`config.mk`:
```
export PLATFORM = sky130hd
export DESIGN_NAME = count_wrap_monitor
export DESIGN_NICKNAME = d
export VERILOG_FILES = /design/src/rtl/count_mon_pkg.sv /design/src/rtl/count_evt_fifo.sv /design/src/rtl/count_wrap_monitor.sv
export SDC_FILE = /design/constraint.sdc
export NUM_CORES = 1
export LEC_CHECK = 0
export CAP_MARGIN = 5
export CORE_MARGIN = 3
export CORE_UTILIZATION = 41
export DETAILED_ROUTE_END_ITERATION = 12
export PLACE_DENSITY_LB_ADDON = 0.15
export SYNTH_ARGS = -nofsm -noshare
export SYNTH_HDL_FRONTEND = slang
export SYNTH_SLANG_ARGS = --single-unit
```
`constraint.sdc`:
```
create_clock -name clk -period 3.99 [get_ports clk]
set_input_delay 0.5985 -clock clk [delete_from_list [all_inputs] [get_ports clk]]
set_output_delay 0.5985 -clock clk [all_outputs]
set_load 0.005 [all_outputs]
```
`src/rtl/count_mon_pkg.sv`:
```
// =============================================================================
// Module : count_mon_pkg
// Brief  : Shared defaults and helpers for the counter wrap monitor.
// Rev    : 1.0 - initial release
// =============================================================================
`default_nettype none

package count_mon_pkg;

    localparam int CNT_W_DEF      = 4;
    localparam int WRAP_W_DEF     = 8;
    localparam int FIFO_DEPTH_DEF = 4;
    localparam int CNT_MAX        = (1 << CNT_W_DEF) - 1;

    function automatic int fifo_ptr_w(input int depth);
        return $clog2(depth);
    endfunction

endpackage

`default_nettype wire

```
`src/rtl/count_evt_fifo.sv`:
```
// =============================================================================
// Module : count_evt_fifo
// Brief  : Synchronous event FIFO; push with simultaneous pop is always accepted.
// Rev    : 1.0 - initial release
// =============================================================================
`default_nettype none

module count_evt_fifo
    import count_mon_pkg::*;
#(
    parameter int WIDTH = WRAP_W_DEF,
    parameter int DEPTH = FIFO_DEPTH_DEF
) (
    input  logic             clk,
    input  logic             reset,
    input  logic             push_i,
    input  logic [WIDTH-1:0] push_data_i,
    input  logic             pop_i,
    output logic             empty_o,
    output logic             drop_o,
    output logic [WIDTH-1:0] head_o
);

    localparam int PTR_W = fifo_ptr_w(DEPTH);

    logic [PTR_W:0]   wr_ptr_q, wr_ptr_d;
    logic [PTR_W:0]   rd_ptr_q, rd_ptr_d;
    logic [WIDTH-1:0] mem_q [DEPTH];
    logic             full_w;
    logic             do_pop_w;
    logic             do_push_w;

    // Extra pointer bit distinguishes full from empty when the indices match.
    assign full_w    = (wr_ptr_q[PTR_W] != rd_ptr_q[PTR_W]) &&
                       (wr_ptr_q[PTR_W-1:0] == rd_ptr_q[PTR_W-1:0]);
    assign empty_o   = (wr_ptr_q == rd_ptr_q);
    assign do_pop_w  = pop_i && !empty_o;
    assign do_push_w = push_i && (!full_w || do_pop_w);
    assign drop_o    = push_i && full_w && !do_pop_w;
    assign head_o    = empty_o ? '0 : mem_q[rd_ptr_q[PTR_W-1:0]];

    always_comb begin
        wr_ptr_d = wr_ptr_q;
        rd_ptr_d = rd_ptr_q;
        if (do_push_w) wr_ptr_d = wr_ptr_q + (PTR_W+1)'(1);
        if (do_pop_w)  rd_ptr_d = rd_ptr_q + (PTR_W+1)'(1);
    end

    always_ff @(posedge clk or posedge reset) begin
        if (reset) begin
            wr_ptr_q <= '0;
            rd_ptr_q <= '0;
            for (int i = 0; i < DEPTH; i++) mem_q[i] <= '0;
        end else begin
            wr_ptr_q <= wr_ptr_d;
            rd_ptr_q <= rd_ptr_d;
            if (do_push_w) mem_q[wr_ptr_q[PTR_W-1:0]] <= push_data_i;
        end
    end

endmodule

`default_nettype wire

```
`src/rtl/count_wrap_monitor.sv`:
```
// =============================================================================
// Module : count_wrap_monitor
// Brief  : Detects counter wrap-around, tallies wraps and queues wrap events.
//          Optional step checker enabled by macro COUNT_SEQ_CHECK_EN.
// Rev    : 1.0 - initial release
// =============================================================================
`default_nettype none

module count_wrap_monitor
    import count_mon_pkg::*;
#(
    parameter int CNT_W      = CNT_W_DEF,
    parameter int WRAP_W     = WRAP_W_DEF,
    parameter int FIFO_DEPTH = FIFO_DEPTH_DEF
) (
    input  logic              clk,
    input  logic              reset,
    input  logic [CNT_W-1:0]  count,
    input  logic              evt_ready,
    output logic              evt_valid,
    output logic [WRAP_W-1:0] evt_data,
    output logic [WRAP_W-1:0] wrap_cnt,
    output logic              overflow,
    output logic              seq_err
);

    localparam logic [CNT_W-1:0] CNT_TOP = {CNT_W{1'b1}};

    logic [CNT_W-1:0]  prev_count_q;
    logic              prev_vld_q;
    logic [WRAP_W-1:0] wrap_cnt_q, wrap_cnt_d;
    logic              overflow_q, overflow_d;
    logic              wrap_w;
    logic              pop_w;
    logic              empty_w;
    logic              drop_w;

    // prev_vld_q gates the first edge after reset, which only primes prev_count_q.
    assign wrap_w = prev_vld_q && (prev_count_q == CNT_TOP) && (count == '0);
    assign pop_w  = evt_valid && evt_ready;

    always_comb begin
        wrap_cnt_d = wrap_cnt_q;
        overflow_d = overflow_q | drop_w;
        if (wrap_w) wrap_cnt_d = wrap_cnt_q + WRAP_W'(1);
    end

    always_ff @(posedge clk or posedge reset) begin
        if (reset) begin
            prev_count_q <= '0;
            prev_vld_q   <= 1'b0;
            wrap_cnt_q   <= '0;
            overflow_q   <= 1'b0;
        end else begin
            prev_count_q <= count;
            prev_vld_q   <= 1'b1;
            wrap_cnt_q   <= wrap_cnt_d;
            overflow_q   <= overflow_d;
        end
    end

    count_evt_fifo #(
        .WIDTH (WRAP_W),
        .DEPTH (FIFO_DEPTH)
    ) u_fifo (
        .clk         (clk),
        .reset       (reset),
        .push_i      (wrap_w),
        .push_data_i (wrap_cnt_d),
        .pop_i       (pop_w),
        .empty_o     (empty_w),
        .drop_o      (drop_w),
        .head_o      (evt_data)
    );

    assign evt_valid = !empty_w;
    assign wrap_cnt  = wrap_cnt_q;
    assign overflow  = overflow_q;

`ifdef COUNT_SEQ_CHECK_EN
    logic seq_err_q, seq_err_d;
    logic step_ok_w;

    // The 15->0 wrap is just the +1 step modulo 2**CNT_W.
    assign step_ok_w = (count == prev_count_q) || (count == prev_count_q + CNT_W'(1));

    always_comb begin
        seq_err_d = prev_vld_q && !step_ok_w;
    end

    always_ff @(posedge clk or posedge reset) begin
        if (reset) seq_err_q <= 1'b0;
        else       seq_err_q <= seq_err_d;
    end

    assign seq_err = seq_err_q;
`else
    assign seq_err = 1'b0;
`endif

endmodule

`default_nettype wire

```
==> results of run 1 <==
-- cells in the final DEF (no fill, tap or decap) --
cell             Yosys  routed
dfrtp_1             52      52
mux2_2              33      33
clkdlybuf4s50_1      0      24
and2_1               9       9
xnor2_1              8       8
xor2_1               8       8
mux4_2               8       8
ha_1                 6       6
clkbuf_8             0       6
inv_1                6       5
nand2_1              5       5
nand3_1              4       4
nor4_1               4       4
nand4_1              3       3
and3_1               2       2
conb_1               2       2
clkbuf_1             1       2
or4_1                1       1
nor3_4               1       1
nor2_1               1       1
nand4b_1             1       1
nand3_2              1       1
nand3_4              1       1
nor3_1               1       1
nand3b_1             1       1
o41ai_1              1       1
inv_2                0       1
o21ai_0              1       1
mux2i_1              1       1
-- metrics by stage --
stage | hold slack, ps | setup slack [ps] | area (sq um)
after floorplan | 454 | 1640 | 2400
after global placement | 460 | 821 | 2680
after detailed placement | 460 | 741 | 2680
after CTS | 481 | 904 | 2770
after global routing | 501 | 725 | 2770
final | 480 | 972 | 2770
-- kinds of logic (layout without fill, tap and decap cells) --
family,count (synthesis),count (layout),share of synthesized area
mux,42,42,0.234
compound gates,2,2,0.00574
buf+inv,13,38,0.0297
simple gates,35,35,0.0949
flops,52,52,0.543
fa+ha+maj,6,6,0.0313
xor+xnor,16,16,0.0584
other cells,2,2,0.00313
-- worst min-delay path by stage --
stage	startpoint	end	slack, ps	cells after the start
2_1_floorplan	overflow$_DFF_PP0_	overflow$_DFF_PP0_	450	2
3_3_place_gp	overflow$_DFF_PP0_	overflow$_DFF_PP0_	460	2
3_5_place_dp	overflow$_DFF_PP0_	overflow$_DFF_PP0_	460	2
4_1_cts	overflow$_DFF_PP0_	overflow$_DFF_PP0_	480	2
5_1_grt	overflow$_DFF_PP0_	overflow$_DFF_PP0_	500	2
6_report	overflow$_DFF_PP0_	overflow$_DFF_PP0_	480	2
-- synthesized netlist by cell type (2+ instances only) --
cell     instances  area share
dfrtp_1         52        0.54
mux2_2          33        0.15
and2_1           9       0.023
mux4_2           8       0.075
xnor2_1          8       0.029
xor2_1           8       0.029
ha_1             6       0.031
inv_1            6      0.0094
nand2_1          5      0.0078
nand3_1          4      0.0083
nor4_1           4       0.010
buf_2            3      0.0063
nand4_1          3      0.0078
and3_1           2      0.0052
buf_6            2      0.0094
conb_1           2      0.0031
-- critical path: stages (launching register included) --
cell and delay [ps]:
dfrtp_1 760, xnor2_1 210, nand3b_1 410, and2_1 300, clkdlybuf4s50_1 450
-- registers in the layout, summed over array words and instances, names as in the netlist --
register and cells:
u_fifo.mem_q 32, wrap_cnt 8, prev_count_q 4, u_fifo.rd_ptr_q 3, u_fifo.wr_ptr_q 3, overflow 1
prev_vld_q 1
-- where the power goes --
part	total [mW]	switching, mW	internal [mW]
clock	0.299	0.157	0.142
combinational	0.183	0.0746	0.108
sequential	0.622	0.0707	0.551
-- final cells by class --
| cell class | instances | share of cell area |
|---|---|---|
| Multi-Input combinational cell | 103 | 0.370 |
| Inverter | 6 | 0.00813 |
| Timing Repair Buffer | 24 | 0.0867 |
| Clock buffer | 8 | 0.0325 |
| Tap cell | 72 | 0.0325 |
| Sequential cell | 52 | 0.470 |
-- layer usage --
| layer | part of all wire | up-vias | routed length, um |
|---|---|---|---|
| li1 | - | 638 | - |
| met1 | 0.46 | 698 | 2080 |
| met2 | 0.50 | 17 | 2280 |
| met3 | 0.023 | 8 | 104 |
| met4 | 0.020 | 0 | 91 |
| met5 | 0 | - | 0 |
==> results_dict.tcl, run 1 <==
set metrics [dict create \
    status "complete, no violations" \
    r2r_end "u_fifo.mem_q[27]$_DFFE_PP0P_" \
    ff_latch_area_sq_um 1300 \
    gp_congestion 0.778 \
    ys_seq_area_frac 0.543 \
    core_area_sq_um 5570 \
    synthCells 168 \
    cts_buffers 5 \
    routed_wl_mm 4.56 \
    dp_cells 257 \
    post-route-util 0.497 \
    ant_nets 0 \
    async_flop_share 1.00 \
    fp.dieW_um 82.5 \
    grt-ovfl-total 0 \
    fmax_mhz 331 \
    hpwl_mm 3.21 \
    ir_drop_mv 0.225 \
    via_count 1361 \
    synth_seq_cells 52 \
    hp-class "register to register" \
    p_per_area_nw_per_um2 398 \
    setup_tns_ps 0 \
    r2r_cells 4 \
    use_met3 0.0358 \
    startpoint_type "register" \
    diodes 0 \
    grt_pass1_vias 1481 \
    maxCapViolCount 0 \
    reg2reg_from "u_fifo.rd_ptr_q[0]$_DFFE_PP0P_" \
    rsz0062_at_grt "false" \
    postCtsSetupRepairBufs 0 \
    regToRegSetupSlack_ps 1630 \
    worstMarginPinSlew_ps 1060 \
    synth.avg_cell_area_sq_um 14.3 \
    critPathCapture "evt_data[4]" \
    wl_per_cell_um 17.2 \
    yosys_warnings 0 \
    total_power_mw 1.10 \
    maxSlewViolCount 0 \
    drc 0 \
    multiInputGateArea_sq_um 1030 \
    startpoint "u_fifo.rd_ptr_q[0]$_DFFE_PP0P_" \
    cts_root_buf "clkbuf_8" \
    cp_max_fo 11 \
    drive_gt1_frac 0.264 \
    p_leak_nw 1.31 \
    boundaryPins 26 \
    cts_sinks 52 \
    cts_tree "built" \
    clkTransAtPathRegs_ps 80 \
    clk_path_buf_depth 2 \
    syn-num-nets 181 \
    rows 27 \
    netlist_area_sq_um 2400 \
    path_class "register to output port" \
    grt_max_degree 53 \
    die_h_um 82.5 \
    fin_crit_ps 3020 \
    cts.htree.levels 2 \
    synth-edff-count 0 \
    use_met2 0.256 \
    drt_first_pass_iters 4 \
    fill_cells 512 \
    max-slew-margin-rel 0.292 \
    nNetsFinal 205 \
    synthFlopType "dfrtp_1" \
    finalHoldViolCount 0 \
    port_buffers 24 \
    met1_usage 0.207 \
    holdBufCountCts 0 \
    cp.required_ps 3390 \
    drt-initial-drc-count 40 \
    grt_pass1_wl_mm 7.68 \
    critPathArrivalTime_ps 2420 \
    fin_crit_sh 0.756 \
    clk_latency_ps 300 \
    crit_path_end_kind "output port" \
    grt_use_total 0.158 \
    cts_resized 0 \
    finClkSkew_ps 3.07 \
    setup_viol 0 \
    antenna_found_initial 0 \
    syn_to_final_growth_pct 15.5 \
    die-area_sq_um 6800 \
    vias_per_cell 5.14 \
    synth_cell_types 29 \
    initial_core_util 0.430 \
    top_usage_layer "met2" \
    stdcell_count 265 \
]
Power figures use the tool's default switching activity.
==> inputs of run 2 (changes only) <==
clock period = 3.04 ns   (was 3.99 ns; I/O delays follow)
==> results_dict.tcl, run 2 (synthesis results as in run 1) <==
set metrics [dict create \
    status "complete, no violations" \
    worstHoldEndpoint "overflow$_DFF_PP0_" \
    antenna_found_initial 0 \
    drt_first_pass_iters 4 \
    clkTransAtPathRegs_ps 90 \
    top_register "u_fifo.mem_q" \
    maxSlewViolCount 0 \
    critPathSlowestCell "dfrtp_1" \
    clk_path_buf_depth 2 \
    fmax_mhz 353 \
    critPathArrivalTime_ps 2380 \
    gp_congestion 0.776 \
    p_per_area_nw_per_um2 528 \
    die_h_um 82.5 \
    grt_use_total 0.165 \
    initial_core_util 0.430 \
    worstMarginPinSlew_ps 627 \
    startpoint_type "register" \
    drc 0 \
    setup_viol 0 \
    cts_resized 0 \
    routed_wl_mm 4.73 \
    cts_root_buf "clkbuf_8" \
    via_count 1421 \
    cp_max_fo 11 \
    final_cell_mix "52 x dfrtp_1, 33 x mux2_2, 24 x clkdlybuf4s50_1, 9 x and2_1" \
    core_area_sq_um 5570 \
    nNetsFinal 209 \
    ir_drop_mv 0.396 \
    stdcell_count 269 \
    cp.required_ps 2580 \
    fin_crit_ps 2830 \
    maxCapViolCount 0 \
    cts_sinks 52 \
    die-area_sq_um 6800 \
    max-slew-margin-rel 0.582 \
    syn_to_final_growth_pct 17.1 \
    reg2reg_from "u_fifo.rd_ptr_q[1]$_DFFE_PP0P_" \
    fill_cells 493 \
    drt-initial-drc-count 77 \
    largest_reg_flops 32 \
    r2r_end "u_fifo.mem_q[27]$_DFFE_PP0P_" \
    worstHoldPathCells 2 \
    holdBufCountCts 0 \
    slowest_delay_ps 720 \
    regToRegSetupSlack_ps 700 \
    clk_latency_ps 310 \
    rows 27 \
    wl_per_cell_um 17.6 \
    drive_gt1_frac 0.289 \
    postCtsSetupRepairBufs 0 \
    worstPathCellList "xnor2_1, nand3b_1, and2_1, clkdlybuf4s50_1" \
    fin_crit_sh 0.933 \
    layout_commonest_cell "dfrtp_1" \
    p_leak_nw 1.32 \
    grt_pass1_wl_mm 8.08 \
    ant_nets 0 \
    hpwl_mm 3.37 \
    finalHoldViolCount 0 \
    grt_pass1_vias 1554 \
    port_buffers 24 \
    grt_max_degree 31 \
    cts.htree.levels 2 \
    setup_tns_ps 0 \
    rsz0062_at_grt "false" \
    boundaryPins 26 \
    r2r_cells 4 \
    hold_start "overflow$_DFF_PP0_" \
    cts_buffers 5 \
    path_class "register to output port" \
    vias_per_cell 5.28 \
    fp.dieW_um 82.5 \
    crit_path_end_kind "output port" \
    hp-class "register to register" \
    dp_cells 261 \
    diodes 0 \
    grt-ovfl-total 0 \
    finClkSkew_ps 6.70 \
    cts_tree "built" \
]
==> run 2: changes by cell type in the layout (fill, tap and decap cells not counted), sizes merged <==
cell,delta
buf,+4
clkbuf,-2
clkinvlp,+2
==> run 2: power by group <==
part           switching (mW)  leakage (nW)  internal [mW]
clock network           0.220        0.0434          0.184
registers              0.0570         0.687          0.724
logic                   0.145         0.594          0.152
total                   0.423          1.32           1.06
==> run 2: worst max-delay path, delay by kind of cell (launching register included) <==
kind | cells | cell delay (ps)
flip-flops | 1 | 720
AND/OR/NAND/NOR | 2 | 690
buffers and inverters | 1 | 440
XOR/XNOR | 1 | 210
==> run 2: area by class of cell <==
cell class              instances  area (sq um)  share of cell area
inverters                       6          22.5             0.00802
clock buffers                   6          82.6              0.0294
flip-flops and latches         52          1300               0.463
clock inverters                 2          15.0             0.00535
repair buffers                 28           270              0.0963
well taps                      72          90.1              0.0321
multi-input cells             103          1030               0.365
==> run 2: how the worst max path moves through the flow <==
stage	cells past startpoint	startpoint	to	slack, ps
after global routing	4	u_fifo.rd_ptr_q[1]$_DFFE_PP0P_	evt_data[2]	20
after floorplan	6	count[1]	u_fifo.mem_q[25]$_DFFE_PP0P_	830
after CTS	4	u_fifo.rd_ptr_q[1]$_DFFE_PP0P_	evt_data[2]	130
after global placement	5	count[1]	u_fifo.mem_q[27]$_DFFE_PP0P_	280
final	4	u_fifo.rd_ptr_q[1]$_DFFE_PP0P_	evt_data[2]	210
after detailed placement	5	count[1]	u_fifo.mem_q[25]$_DFFE_PP0P_	220
==> run 2: routing by layer <==
metal,global-route usage,wire [um],vias up,share of wire
li1,-,-,649,-
met1,0.224,2080,739,0.44
met2,0.261,2370,27,0.50
met3,0.0423,212,6,0.045
met4,0.0515,69,0,0.015
met5,0,0,-,0
==> run 2: through the flow <==
step / instance area [sq um] / setup slack (ps) / power [mW] / hold WS [ps] / util
global placement: 2710 / 276 / 1.09 / 458 / 0.486
finish: 2810 / 205 / 1.48 / 474 / 0.504
global route: 2810 / 15.6 / 1.57 / 497 / 0.504
CTS: 2810 / 125 / 1.51 / 477 / 0.504
detailed placement: 2710 / 224 / 1.10 / 456 / 0.486
floorplan: 2400 / 832 / 0.987 / 454 / -
